File: src/rtl/colparity_seq_if.sv
// Handshake/strobe bundle between the column-parity sequencer and its environment.
// The abort input exists only when COLPARITY_ABORT_EN is defined.
interface colparity_seq_if #(
  parameter int FW = 8
);
  logic          start;
  logic [FW-1:0] num_frames;
  logic          in_valid;
  logic          out_ready;
  logic          rst_in_reg;
  logic          read_input;
  logic          ld_ppr;
  logic          write_input;
  logic [4:0]    lane_idx;
  logic [5:0]    slice_idx;
  logic [FW-1:0] frame_idx;
  logic          busy;
  logic          done;
`ifdef COLPARITY_ABORT_EN
  logic          abort;

  modport slave (
    input  start, num_frames, in_valid, out_ready, abort,
    output rst_in_reg, read_input, ld_ppr, write_input,
           lane_idx, slice_idx, frame_idx, busy, done
  );

  modport master (
    output start, num_frames, in_valid, out_ready, abort,
    input  rst_in_reg, read_input, ld_ppr, write_input,
           lane_idx, slice_idx, frame_idx, busy, done
  );
`else
  modport slave (
    input  start, num_frames, in_valid, out_ready,
    output rst_in_reg, read_input, ld_ppr, write_input,
           lane_idx, slice_idx, frame_idx, busy, done
  );

  modport master (
    output start, num_frames, in_valid, out_ready,
    input  rst_in_reg, read_input, ld_ppr, write_input,
           lane_idx, slice_idx, frame_idx, busy, done
  );
`endif
endinterface

File: src/rtl/colparity_seq.sv
// Multi-frame scheduler for the column-parity datapath: clear, load lanes, step slices, write.
// Optional abort input enabled by defining COLPARITY_ABORT_EN.
module colparity_seq #(
  parameter int LANES  = 25,
  parameter int SLICES = 64,
  parameter int FW     = 8
) (
  input  logic           clk,
  input  logic           rst,
  colparity_seq_if.slave bus
);

  typedef enum logic [2:0] {
    S_IDLE, S_CLEAR, S_LOAD, S_STEP, S_WRITE, S_FIN
  } state_e;

  localparam logic [4:0]    LAST_LANE  = 5'(LANES - 1);
  localparam logic [5:0]    LAST_SLICE = 6'(SLICES - 1);
  localparam logic [FW-1:0] ONE        = FW'(1);

  state_e        r_state;
  state_e        w_next;
  logic [4:0]    r_lane;
  logic [5:0]    r_slice;
  logic [FW-1:0] r_frame;
  logic [FW-1:0] r_count;
  logic          w_last_frame;
  logic          w_abort;

`ifdef COLPARITY_ABORT_EN
  assign w_abort = bus.abort;
`else
  assign w_abort = 1'b0;
`endif

  assign w_last_frame = (r_frame == r_count - ONE);

  always_ff @(posedge clk) begin
    if (!rst) begin
      r_state <= S_IDLE;
      r_lane  <= '0;
      r_slice <= '0;
      r_frame <= '0;
      r_count <= '0;
    end else begin
      r_state <= w_next;
      case (r_state)
        S_IDLE: begin
          if (bus.start) begin
            r_count <= bus.num_frames;
            r_frame <= '0;
          end
        end
        S_CLEAR: begin
          r_lane  <= '0;
          r_slice <= '0;
        end
        S_LOAD: begin
          if (bus.in_valid && r_lane != LAST_LANE) r_lane <= r_lane + 5'd1;
        end
        S_STEP: begin
          if (r_slice != LAST_SLICE) r_slice <= r_slice + 6'd1;
        end
        S_WRITE: begin
          if (bus.out_ready && !w_last_frame) r_frame <= r_frame + ONE;
        end
        default: ;
      endcase
    end
  end

  // Strobes depend only on the registered state and the handshake inputs.
  always_comb begin
    w_next          = r_state;
    bus.rst_in_reg  = 1'b0;
    bus.read_input  = 1'b0;
    bus.ld_ppr      = 1'b0;
    bus.write_input = 1'b0;
    bus.done        = 1'b0;
    case (r_state)
      S_IDLE: begin
        if (bus.start) w_next = (bus.num_frames == '0) ? S_FIN : S_CLEAR;
      end
      S_CLEAR: begin
        bus.rst_in_reg = 1'b1;
        w_next         = S_LOAD;
      end
      S_LOAD: begin
        bus.read_input = bus.in_valid;
        if (bus.in_valid && r_lane == LAST_LANE) w_next = S_STEP;
      end
      S_STEP: begin
        bus.ld_ppr = 1'b1;
        if (r_slice == LAST_SLICE) w_next = S_WRITE;
      end
      S_WRITE: begin
        bus.write_input = bus.out_ready;
        if (bus.out_ready) w_next = w_last_frame ? S_FIN : S_CLEAR;
      end
      S_FIN: begin
        bus.done = !w_abort;
        w_next   = S_IDLE;
      end
      default: w_next = S_IDLE;
    endcase
    // Abort overrides everything, including a final write going to FIN.
    if (w_abort && r_state != S_IDLE) w_next = S_IDLE;
  end

  assign bus.lane_idx  = r_lane;
  assign bus.slice_idx = r_slice;
  assign bus.frame_idx = r_frame;
  assign bus.busy      = (r_state != S_IDLE);

endmodule

File: src/flat_wrapper.sv
// flat-port wrapper written by rule: the top's interface ports become plain ports
module colparity_seq_flat 
#(
  parameter int LANES  = 25,
  parameter int SLICES = 64,
  parameter int FW     = 8
)
  (clk, rst, bus_start, bus_num_frames, bus_in_valid, bus_out_ready, bus_rst_in_reg, bus_read_input, bus_ld_ppr, bus_write_input, bus_lane_idx, bus_slice_idx, bus_frame_idx, bus_busy, bus_done);
  colparity_seq_if #(.FW(FW)) bus_i ();
  input  logic clk;
  input  logic rst;
  input wire logic [$bits(bus_i.start)-1:0] bus_start;
  input wire logic [$bits(bus_i.num_frames)-1:0] bus_num_frames;
  input wire logic [$bits(bus_i.in_valid)-1:0] bus_in_valid;
  input wire logic [$bits(bus_i.out_ready)-1:0] bus_out_ready;
  output wire logic [$bits(bus_i.rst_in_reg)-1:0] bus_rst_in_reg;
  output wire logic [$bits(bus_i.read_input)-1:0] bus_read_input;
  output wire logic [$bits(bus_i.ld_ppr)-1:0] bus_ld_ppr;
  output wire logic [$bits(bus_i.write_input)-1:0] bus_write_input;
  output wire logic [$bits(bus_i.lane_idx)-1:0] bus_lane_idx;
  output wire logic [$bits(bus_i.slice_idx)-1:0] bus_slice_idx;
  output wire logic [$bits(bus_i.frame_idx)-1:0] bus_frame_idx;
  output wire logic [$bits(bus_i.busy)-1:0] bus_busy;
  output wire logic [$bits(bus_i.done)-1:0] bus_done;
  assign bus_i.start = bus_start;
  assign bus_i.num_frames = bus_num_frames;
  assign bus_i.in_valid = bus_in_valid;
  assign bus_i.out_ready = bus_out_ready;
  assign bus_rst_in_reg = bus_i.rst_in_reg;
  assign bus_read_input = bus_i.read_input;
  assign bus_ld_ppr = bus_i.ld_ppr;
  assign bus_write_input = bus_i.write_input;
  assign bus_lane_idx = bus_i.lane_idx;
  assign bus_slice_idx = bus_i.slice_idx;
  assign bus_frame_idx = bus_i.frame_idx;
  assign bus_busy = bus_i.busy;
  assign bus_done = bus_i.done;
  colparity_seq #(.LANES(LANES), .SLICES(SLICES), .FW(FW)) u_core (.clk(clk), .rst(rst), .bus(bus_i));
endmodule
File: config.mk
export PLATFORM = sky130hd
export DESIGN_NAME = colparity_seq_flat
export DESIGN_NICKNAME = d
export VERILOG_FILES = /design/src/rtl/colparity_seq_if.sv /design/src/rtl/colparity_seq.sv /design/src/flat_wrapper.sv
export SDC_FILE = /design/constraint.sdc
export NUM_CORES = 1
export LEC_CHECK = 0
export CORE_MARGIN = 1
export CORE_UTILIZATION = 50
export DETAILED_ROUTE_END_ITERATION = 10
export GPL_ROUTABILITY_DRIVEN = 1
export PLACE_DENSITY_LB_ADDON = 0.2
export SYNTH_ARGS = -nofsm -noshare
export SYNTH_HDL_FRONTEND = slang
export SYNTH_SLANG_ARGS = --single-unit
File: constraint.sdc
create_clock -name clk -period 2.6 [get_ports clk]
set_clock_uncertainty 0.1 [all_clocks]
set_input_delay 0.52 -clock clk [delete_from_list [all_inputs] [get_ports clk]]
set_output_delay 0.52 -clock clk [all_outputs]
set_load 0.01 [all_outputs]
# ---- Yosys cells after proc, flatten, opt, wreduce, memory -nomap -nowiden
# Cells that the tools add are included.
dict set report totals {
  reg_bits 30
  in_bits 13
}
dict set report op_classes {
  add_sub_neg 4
  eq_ne 17
  mux 19
  reduce_logical 15
}
# op n
set ops {}
lappend ops {{3-bit two-way mux} 6}
lappend ops {{8-bit two-way mux} 2}
lappend ops {{8-bit case mux with 2 select lines} 1}
lappend ops {{3-bit case mux with 5 select lines} 1}
lappend ops {{6-bit case mux with 2 select lines} 1}
lappend ops {{2-bit by 1-bit != test with 1-bit output (second input constant)} 5}
lappend ops {{5-bit case mux with 2 select lines} 1}
lappend ops {{8-bit by 1-bit adder with 8-bit output (second input constant)} 1}
lappend ops {{8-bit equality test} 1}
lappend ops {{8-bit logical NOT} 1}
lappend ops {{8-bit by 1-bit subtractor with 8-bit output (second input constant)} 1}
lappend ops {{6-bit by 1-bit adder with 6-bit output (second input constant)} 1}
lappend ops {{3-bit by 2-bit equality test with 1-bit output (second input constant)} 2}
lappend ops {{3-bit equality test (second input constant)} 2}
lappend ops {{6-bit equality test (second input constant)} 1}
lappend ops {{6-bit two-way mux} 1}
lappend ops {{6-bit != test (second input constant)} 1}
lappend ops {{2-bit AND reduction} 3}
lappend ops {{2-bit nonzero test} 3}
lappend ops {{5-bit by 1-bit adder with 5-bit output (second input constant)} 1}
lappend ops {{5-bit equality test (second input constant)} 1}
lappend ops {{1-bit two-way mux} 5}
lappend ops {{5-bit two-way mux} 1}
lappend ops {{5-bit != test (second input constant)} 1}
lappend ops {{other kinds (8)} 11}

# ---- Longest topological paths before layout
# Gate-level depths: netlist (run 1).
dict set report logic_depth {
  ltp_word 6
  mapped_depth 10
  mapped_depth_nobuf 9
}

# ---- Worst setup path after synthesis (run 1)
# OpenSTA, ideal clock, no wires.
dict set report synth_path {
  path_type {reg2reg}
  start {register u_core.r_count[0]}
  end {register u_core.r_frame[1], in the netlist u_core.bus.frame_idx[1]}
  setup_time_ns 0.115
  arrival_time_ns 1.916
  required_time_ns 2.385
  setup_slack_ns 0.469
  path_stages_with_launch 9
  synth_period_minus_slack_ns 2.131
  path_cell_list {dfxtp_1 -> inv_1 -> ha_1 -> xor2_1 -> o41ai_2 -> o22ai_1 -> a31o_1 -> and3_1 -> o21a_1}
}
dict set report synth_between {
  elab_chain_cells 6
}
# element line
set synth_rtl {}
lappend synth_rtl {{start: declaration} colparity_seq.sv:26} ;# logic [FW-1:0] r_count;
lappend synth_rtl {{start signal: assignment} colparity_seq.sv:50} ;# r_count <= bus.num_frames;
lappend synth_rtl {{8-bit by 1-bit subtractor with 8-bit output} colparity_seq.sv:36} ;# assign w_last_frame = (r_frame == r_count - ONE);
lappend synth_rtl {{8-bit equality test} colparity_seq.sv:36}
lappend synth_rtl {{1-bit logical NOT} colparity_seq.sv:65} ;# if (bus.out_ready && !w_last_frame) r_frame <= r_frame + ONE;
lappend synth_rtl {{1-bit logical AND} colparity_seq.sv:65}
lappend synth_rtl {{2-bit by 1-bit != test with 1-bit output (no source line)} n/a}
lappend synth_rtl {{3-bit AND reduction (no source line)} n/a}
lappend synth_rtl {{end signal: assignment} colparity_seq.sv:65}
lappend synth_rtl {{end: declaration} colparity_seq.sv:25} ;# logic [FW-1:0] r_frame;
# Every way passes these cells.
# A chain may end at the register's enable or synchronous reset.

# ---- Worst setup path in the final report (run 1)
dict set report layout_path {
  start {register u_core.r_state[1]}
  end {output bus_read_input}
}
dict set report layout_between {
  elab_chain_cells 2
}
# element line
set layout_rtl {}
lappend layout_rtl {{start: declaration} colparity_seq.sv:21} ;# state_e r_state;
lappend layout_rtl {{start signal: assignment} colparity_seq.sv:46} ;# r_state <= w_next;
lappend layout_rtl {{3-bit by 2-bit equality test with 1-bit output} colparity_seq.sv:80} ;# case (r_state)
lappend layout_rtl {{1-bit two-way mux} colparity_seq.sv:80}
lappend layout_rtl {{end: declaration} flat_wrapper.sv:17} ;# output wire logic [$bits(bus_i.read_input)-1:0] bus_read_input;
# Every way passes these cells.

==> metrics.yaml, run 1 <==
run_status:
  status: "complete, no violations"
synthesis:
  synth_cell_types: 47
  yosys_most_used_dff: "dfxtp_1"
  synth_nets: 244
  syn_area_per_cell_sq_um: 7.86
  syn-instance-count: 226
  netlist_area_sq_um: 1780
  ys_seq_elements: 30
  synthArstFlopShare: 0
  synth_edf_count: 0
  seq_area_frac_synth: 0.338
  yosysWarnings: 0
global_routing:
  met1_usage: 0.254
  grt_pass1_vias: 1424
  overflow: 0
  grt_antenna_before_repair: 0
  busiest_layer: "met2"
  grt_first_pass_wirelength_um: 5990
  grt_max_degree: 20
  grt_use_total: 0.218
  globalRouteMet3Util: 0.0588
  use_met2: 0.373
placement:
  pre_cts_ws_ns: 0.190
  place_inst: 303
  routabilityCongestion: 0.833
  hpwl_um: 2830
  portBuffers: 37
floorplanning:
  row_count: 21
  die_w_um: 61.6
  num_io_pins: 38
  fp.dieH_um: 61.6
  start_util: 0.528
  core_sq_um: 3360
  dieArea_sq_um: 3790
clock_tree:
  clk_latency_ns: 0.34
  hold_buffers: 0
  clockBufferDepth: 2
  cts_tree: "built"
  root_buffer: "clkbuf_4"
  cts_sinks: 30
  cts_made_buffers: 5
  h-tree-depth: 2
  cts.clk_slew.worst_paths_ns: 0.10
timing:
  worstMarginPinSlew_ns: 0.426
  setup_viol: 0
  slew_headroom: 0.714
  fin_ws_ns: 0.151
  period_share: 0.942
  fin_setup_tns_ns: 0
  fin_crit_ns: 2.45
  slew_viol_final: 0
  final_hold_viol_count: 0
  max_freq_ghz: 0.408
flow_run:
  max-cap-violations: 0
route:
  dr.pass1.iters: 4
  via_per_inst: 5.41
  drt_iter0_markers: 62
  ant_nets: 0
  route.detailed.drc: 0
  num_vias: 1682
  wl_per_cell_um: 12.6
  wl_um: 3910
worst_hold_path:
  hp-class: "reg2reg"
worst_setup_path:
  cp_max_fo: 10
  critical_path_required_ns: 1.98
  arrival_ns: 1.83
  reg2reg_slack_ns: 0.26
  start_kind: "register"
  critPathKind: "reg2out"
  cp-end-kind: "output port"
cells_and_area:
  antenna_cells: 0
  instances_no_fill: 311
  fin_nets: 282
  area_delta_synth_final_pct: 27.4
  layout-drive-gt1-share: 0.0868
pwr:
  power_density_nw_per_um2: 517
  p_leak_nw: 0.857
  finalPower_w: 0.00117
  ir_worst_vdd_mv: 0.385
## kinds of logic after synthesis
logic type,Yosys count,synth area share
XOR/XNOR,15,0.0740
multiplexers,2,0.0120
AO/OA/AOI/OAI,46,0.173
flip-flops,30,0.338
adder cells (fa/ha/maj),5,0.0352
AND/OR/NAND/NOR,107,0.312
buffers and inverters,21,0.0557
## layer usage
metal  wire length [um]  up-vias  part of all wire
met1               1880      781              0.48
met3                144        5             0.037
li1                   -      865                 -
met2               1820       31              0.47
met5                  0        -                 0
met4                 63        0             0.016
## power breakdown
part	total, W	internal, W	switching, W	leakage [nW]
clock	0.000355	0.000185	0.000170	0.0446
sequential	0.000523	0.000482	0.0000406	0.244
combinational	0.000292	0.000136	0.000156	0.568
## what timing repair did
item | in CTS | in global routing
setup endpoints to repair | 0 | 3
buffers inserted | 0 | 0
gates resized for setup | 0 | 3
## path summary, 6_finish.rpt
path	start	to	depth (start not counted)
max	u_core.r_state[1]	bus_read_input	3
min	u_core.r_count[6]	u_core.r_count[6]	2
max reg2reg	u_core.r_count[0]	u_core.bus.frame_idx[4]	9
min reg2reg	u_core.r_count[6]	u_core.r_count[6]	2
## layout make-up
type,count,area [sq um]
inverter,11,41.3
tap,46,57.6
clock buffer,8,78.8
timing repair buffer,41,400
multi-input combinational,175,1080
sequential,30,603
fill,331,1100
## worst max-delay path: stages, from the launching register on
cell and delay (ns):
dfxtp_1 0.52, nor3b_2 0.27, and2_1 0.17, clkdlybuf4s50_1 0.53
## registers in the layout (all words and copies together) (netlist names)
name	count
u_core.r_count	8
u_core.bus.frame_idx	8
u_core.bus.lane_idx	5
u_core.r_state	3
u_core.bus.slice_idx	6
## stage by stage
| stage | util | hold WS (ns) | instance area [sq um] |
|---|---|---|---|
| 6_report | 0.673 | 0.392 | 2260 |
| 5_1_grt | 0.673 | 0.411 | 2260 |
| 4_1_cts | 0.670 | 0.397 | 2250 |
| 3_5_place_dp | 0.647 | 0.386 | 2180 |
| 3_3_place_gp | 0.647 | 0.382 | 2180 |
| 2_1_floorplan | - | 0.356 | 1780 |
## Yosys cell counts (2+ instances only)
cell       n  area (sq um)
a21boi_0   8          60.1
a21oi_1   13          65.1
a31o_1     2          17.5
a31oi_1    3          18.8
and2_1     7          43.8
and3_1     5          31.3
buf_2      4          20.0
buf_6      2          22.5
clkbuf_1   4          15.0
clkinv_1   2          7.51
dfxtp_1   30           601
ha_1       5          62.6
inv_1      9          33.8
nand2_1   38           143
nand2b_1   2          12.5
nand3_1    6          30.0
nand4_1    6          37.5
nor2_1    18          67.6
nor2b_1    2          12.5
nor3_1     2          10.0
nor4_1     5          31.3
o21a_1     3          22.5
o21ai_0    7          35.0
o22ai_1    2          12.5
or2_1      2          12.5
or3_1      4          25.0
or4_1      2          15.0
xnor2_1    7          61.3
xor2_1     8          70.1
## cells in the final DEF (no fill, tap or decap), types with 2 or more instances in the layout
cell type / count
nand2_1: 38
clkdlybuf4s50_1: 37
dfxtp_1: 28
nor2_1: 18
a21oi_1: 13
inv_1: 9
xor2_1: 8
a21boi_0: 8
and2_1: 7
xnor2_1: 7
o21ai_0: 7
nand3_1: 6
nand4_1: 6
and3_1: 5
nor4_1: 5
ha_1: 5
clkbuf_4: 5
or3_1: 4
buf_4: 4
a31oi_1: 3
o21a_1: 3
clkbuf_8: 3
clkinv_1: 2
nor3_1: 2
nor3b_2: 2
or2_1: 2
nand2b_1: 2
o22ai_1: 2
or4_1: 2
a31o_1: 2
nor2b_1: 2
dfxtp_2: 2
Note: power is estimated with default switching activity, not from simulation.
==> inputs of run 2 (changes only) <==
--- a/config.mk
+++ b/config.mk
@@ -5,6 +5,7 @@
 export SDC_FILE = /design/constraint.sdc
 export NUM_CORES = 1
 export LEC_CHECK = 0
+export CAP_MARGIN = 10
 export CORE_MARGIN = 1
 export CORE_UTILIZATION = 50
 export DETAILED_ROUTE_END_ITERATION = 10
==> results of run 2 <==
Final layout, timing and power as in run 1 (identical DEF).
==> inputs of run 3 (changes only) <==
--- a/config.mk
+++ b/config.mk
@@ -6,10 +6,10 @@
 export NUM_CORES = 1
 export LEC_CHECK = 0
 export CAP_MARGIN = 10
-export CORE_MARGIN = 1
 export CORE_UTILIZATION = 50
 export DETAILED_ROUTE_END_ITERATION = 10
 export GPL_ROUTABILITY_DRIVEN = 1
+export GPL_TIMING_DRIVEN = 0
 export PLACE_DENSITY_LB_ADDON = 0.2
 export SYNTH_ARGS = -nofsm -noshare
 export SYNTH_HDL_FRONTEND = slang
==> run 3 against run 2 <==
  * Sequential share of layout area shrank 0.50 points
  * Register-to-register slack lost 0.07 ns
  * Hold slack gained 0.0029 ns
  * First-iteration DRC count grew 18%
  * Non-clock buffer count grew 6
  * Highest routed layer unchanged
  * Die area is the same
  * Utilization grew 1.0 points
  * Setup slack lost 0.039 ns
==> metrics.yaml, run 3 (synthesis gave the netlist of run 1 again) <==
clock_tree:
  cts_sinks: 30  # unchanged
  post_cts_buffers: 0  # unchanged
  cts_tree: "built"
  cts_made_buffers: 5  # unchanged
  hold_buffers: 0  # unchanged
  cts_resized: 0  # unchanged
  clockBufferDepth: 2  # unchanged
  clk_latency_ns: 0.33  # about the same
  root_buffer: "clkbuf_4"
  h-tree-depth: 2  # unchanged
  cts.clk_slew.worst_paths_ns: 0.09  # about the same
worst_setup_path:
  reg2reg_slack_ns: 0.19  # -0.07 ns
  critPathKind: "reg2out"
  cp-end-kind: "output port"
  start_kind: "register"
  arrival_ns: 1.87  # +0.04 ns
  cp_max_fo: 10  # unchanged
  timing.rr.end: "u_core.bus.frame_idx[1]"
  r2r_cells: 9  # unchanged
  r2r-start: "u_core.r_count[0]"
  critical_path_required_ns: 1.98  # about the same
worst_hold_path:
  min_path_cells: 2  # unchanged
  holdPathEnd: "u_core.r_count[6]"
  hp-class: "reg2reg"
  min_from: "u_core.r_count[6]"
cells_and_area:
  area_delta_synth_final_pct: 29.3
  seqCellArea_sq_um: 601  # -0.41%
  fin_nets: 288  # +2.1%
  antenna_cells: 0  # unchanged
  fillers: 305  # -7.9%
  final_cell_area_sq_um: 2300  # +1.5%
  final_common_cell: "nand2_1"
  multi_input_area_sq_um: 1090  # +0.58%
  fin_util: 0.683  # +0.0100
  layout_common_cells: "nand2_1, clkdlybuf4s50_1, dfxtp_1"
  layout-drive-gt1-share: 0.0849  # -0.00192
timing:
  period_share: 0.957  # +0.0152
  fin_setup_tns_ns: 0  # unchanged
  slew_viol_final: 0  # unchanged
  worstMarginPinSlew_ns: 0.468  # +0.0425 ns
  whs_ns: 0.394  # +0.00293 ns
  final_hold_viol_count: 0  # unchanged
  slew_headroom: 0.685  # -0.0286
  max_freq_ghz: 0.402  # -1.6%
  fin_crit_ns: 2.49  # +0.0394 ns
  rsz0062_at_grt: "false"
  setup_viol: 0  # unchanged
pwr:
  power_density_nw_per_um2: 510  # -1.4%
  p_leak_nw: 0.873  # +1.8%
  ir_worst_vdd_mv: 0.332  # -14%
  finalPower_w: 0.00117  # +0.11%
floorplanning:
  fp.dieH_um: 61.6  # unchanged
  die_w_um: 61.6  # unchanged
  core_sq_um: 3360  # unchanged
  row_count: 21  # unchanged
  num_io_pins: 38  # unchanged
  dieArea_sq_um: 3790  # unchanged
  start_util: 0.528  # unchanged
placement:
  portBuffers: 37  # unchanged
  postPlaceCellArea_sq_um: 2200  # +1.3%
  hpwl_um: 2910  # +2.9%
  routabilityCongestion: 0.870  # +4.4%
run_status:
  status: "complete, no violations"
global_routing:
  overflow: 0  # unchanged
  grt_first_pass_wirelength_um: 6240  # +4.1%
  grt_max_degree: 11  # -45%
  grt_pass1_vias: 1483  # +4.1%
  grt_antenna_before_repair: 0  # unchanged
  grt_use_total: 0.224  # +0.00595
route:
  wl_um: 3890  # -0.46%
  ant_nets: 0  # unchanged
  wl_per_cell_um: 12.3  # -2.3%
  drt_iter0_markers: 73  # +18%
  via_per_inst: 5.36  # -0.90%
  route.detailed.drc: 0  # unchanged
  num_vias: 1699  # +1.0%
  dr.pass1.iters: 4  # unchanged
flow_run:
  max-cap-violations: 0  # unchanged
-- run 3: cell types whose count changed in the layout (fill, tap and decap cells not counted), sizes merged --
cell | before | now
clkbuf | 8 | 13
buf | 4 | 5
-- run 3: cell type report --
cell class / count / share of cell area
plain buffers: 10 / 0.0262
clock buffers: 8 / 0.0343
inverters: 11 / 0.0180
multi-input cells: 175 / 0.474
flip-flops and latches: 30 / 0.262
well taps: 46 / 0.0251
repair buffers: 37 / 0.161
-- run 3: worst max path at each step --
stage	startpoint	to	slack, ns	cells past startpoint
after floorplan	u_core.r_count[0]	u_core.bus.frame_idx[1]	0.47	8
after global placement	bus_out_ready	u_core.bus.frame_idx[3]	0.19	9
after detailed placement	bus_out_ready	u_core.bus.frame_idx[3]	0.18	9
after CTS	u_core.r_state[2]	bus_write_input	0.05	5
after global routing	u_core.r_state[2]	bus_write_input	0.005	5
final	u_core.r_state[2]	bus_write_input	0.11	5
-- run 3: through the flow --
step	setup slack [ns]	instances
final	0.112	317
after global routing	0.00490	317
after CTS	0.0544	317
after detailed placement	0.181	309
after global placement	0.187	309
after floorplan	0.469	226
-- run 3: layer usage --
metal	GRT usage	vias to the layer above	part of all wire
met4	0.0921	0	0.011
met5	0	-	0
met3	0.0609	4	0.037
met2	0.379	30	0.48
li1	-	877	-
met1	0.266	788	0.47
-- run 3: power by group --
group          total [W]  switching [W]  internal [W]
registers       0.000502      0.0000206      0.000481
clock network   0.000344       0.000159      0.000185
logic           0.000325       0.000182      0.000144
total            0.00117       0.000361      0.000810
-- run 3: critical path, stage by stage, from the launching register on --
cell and delay (ns):
dfxtp_1 0.35, clkbuf_4 0.20, nor3b_4 0.24, nand2_1 0.11, clkinv_1 0.10, clkdlybuf4s50_1 0.54
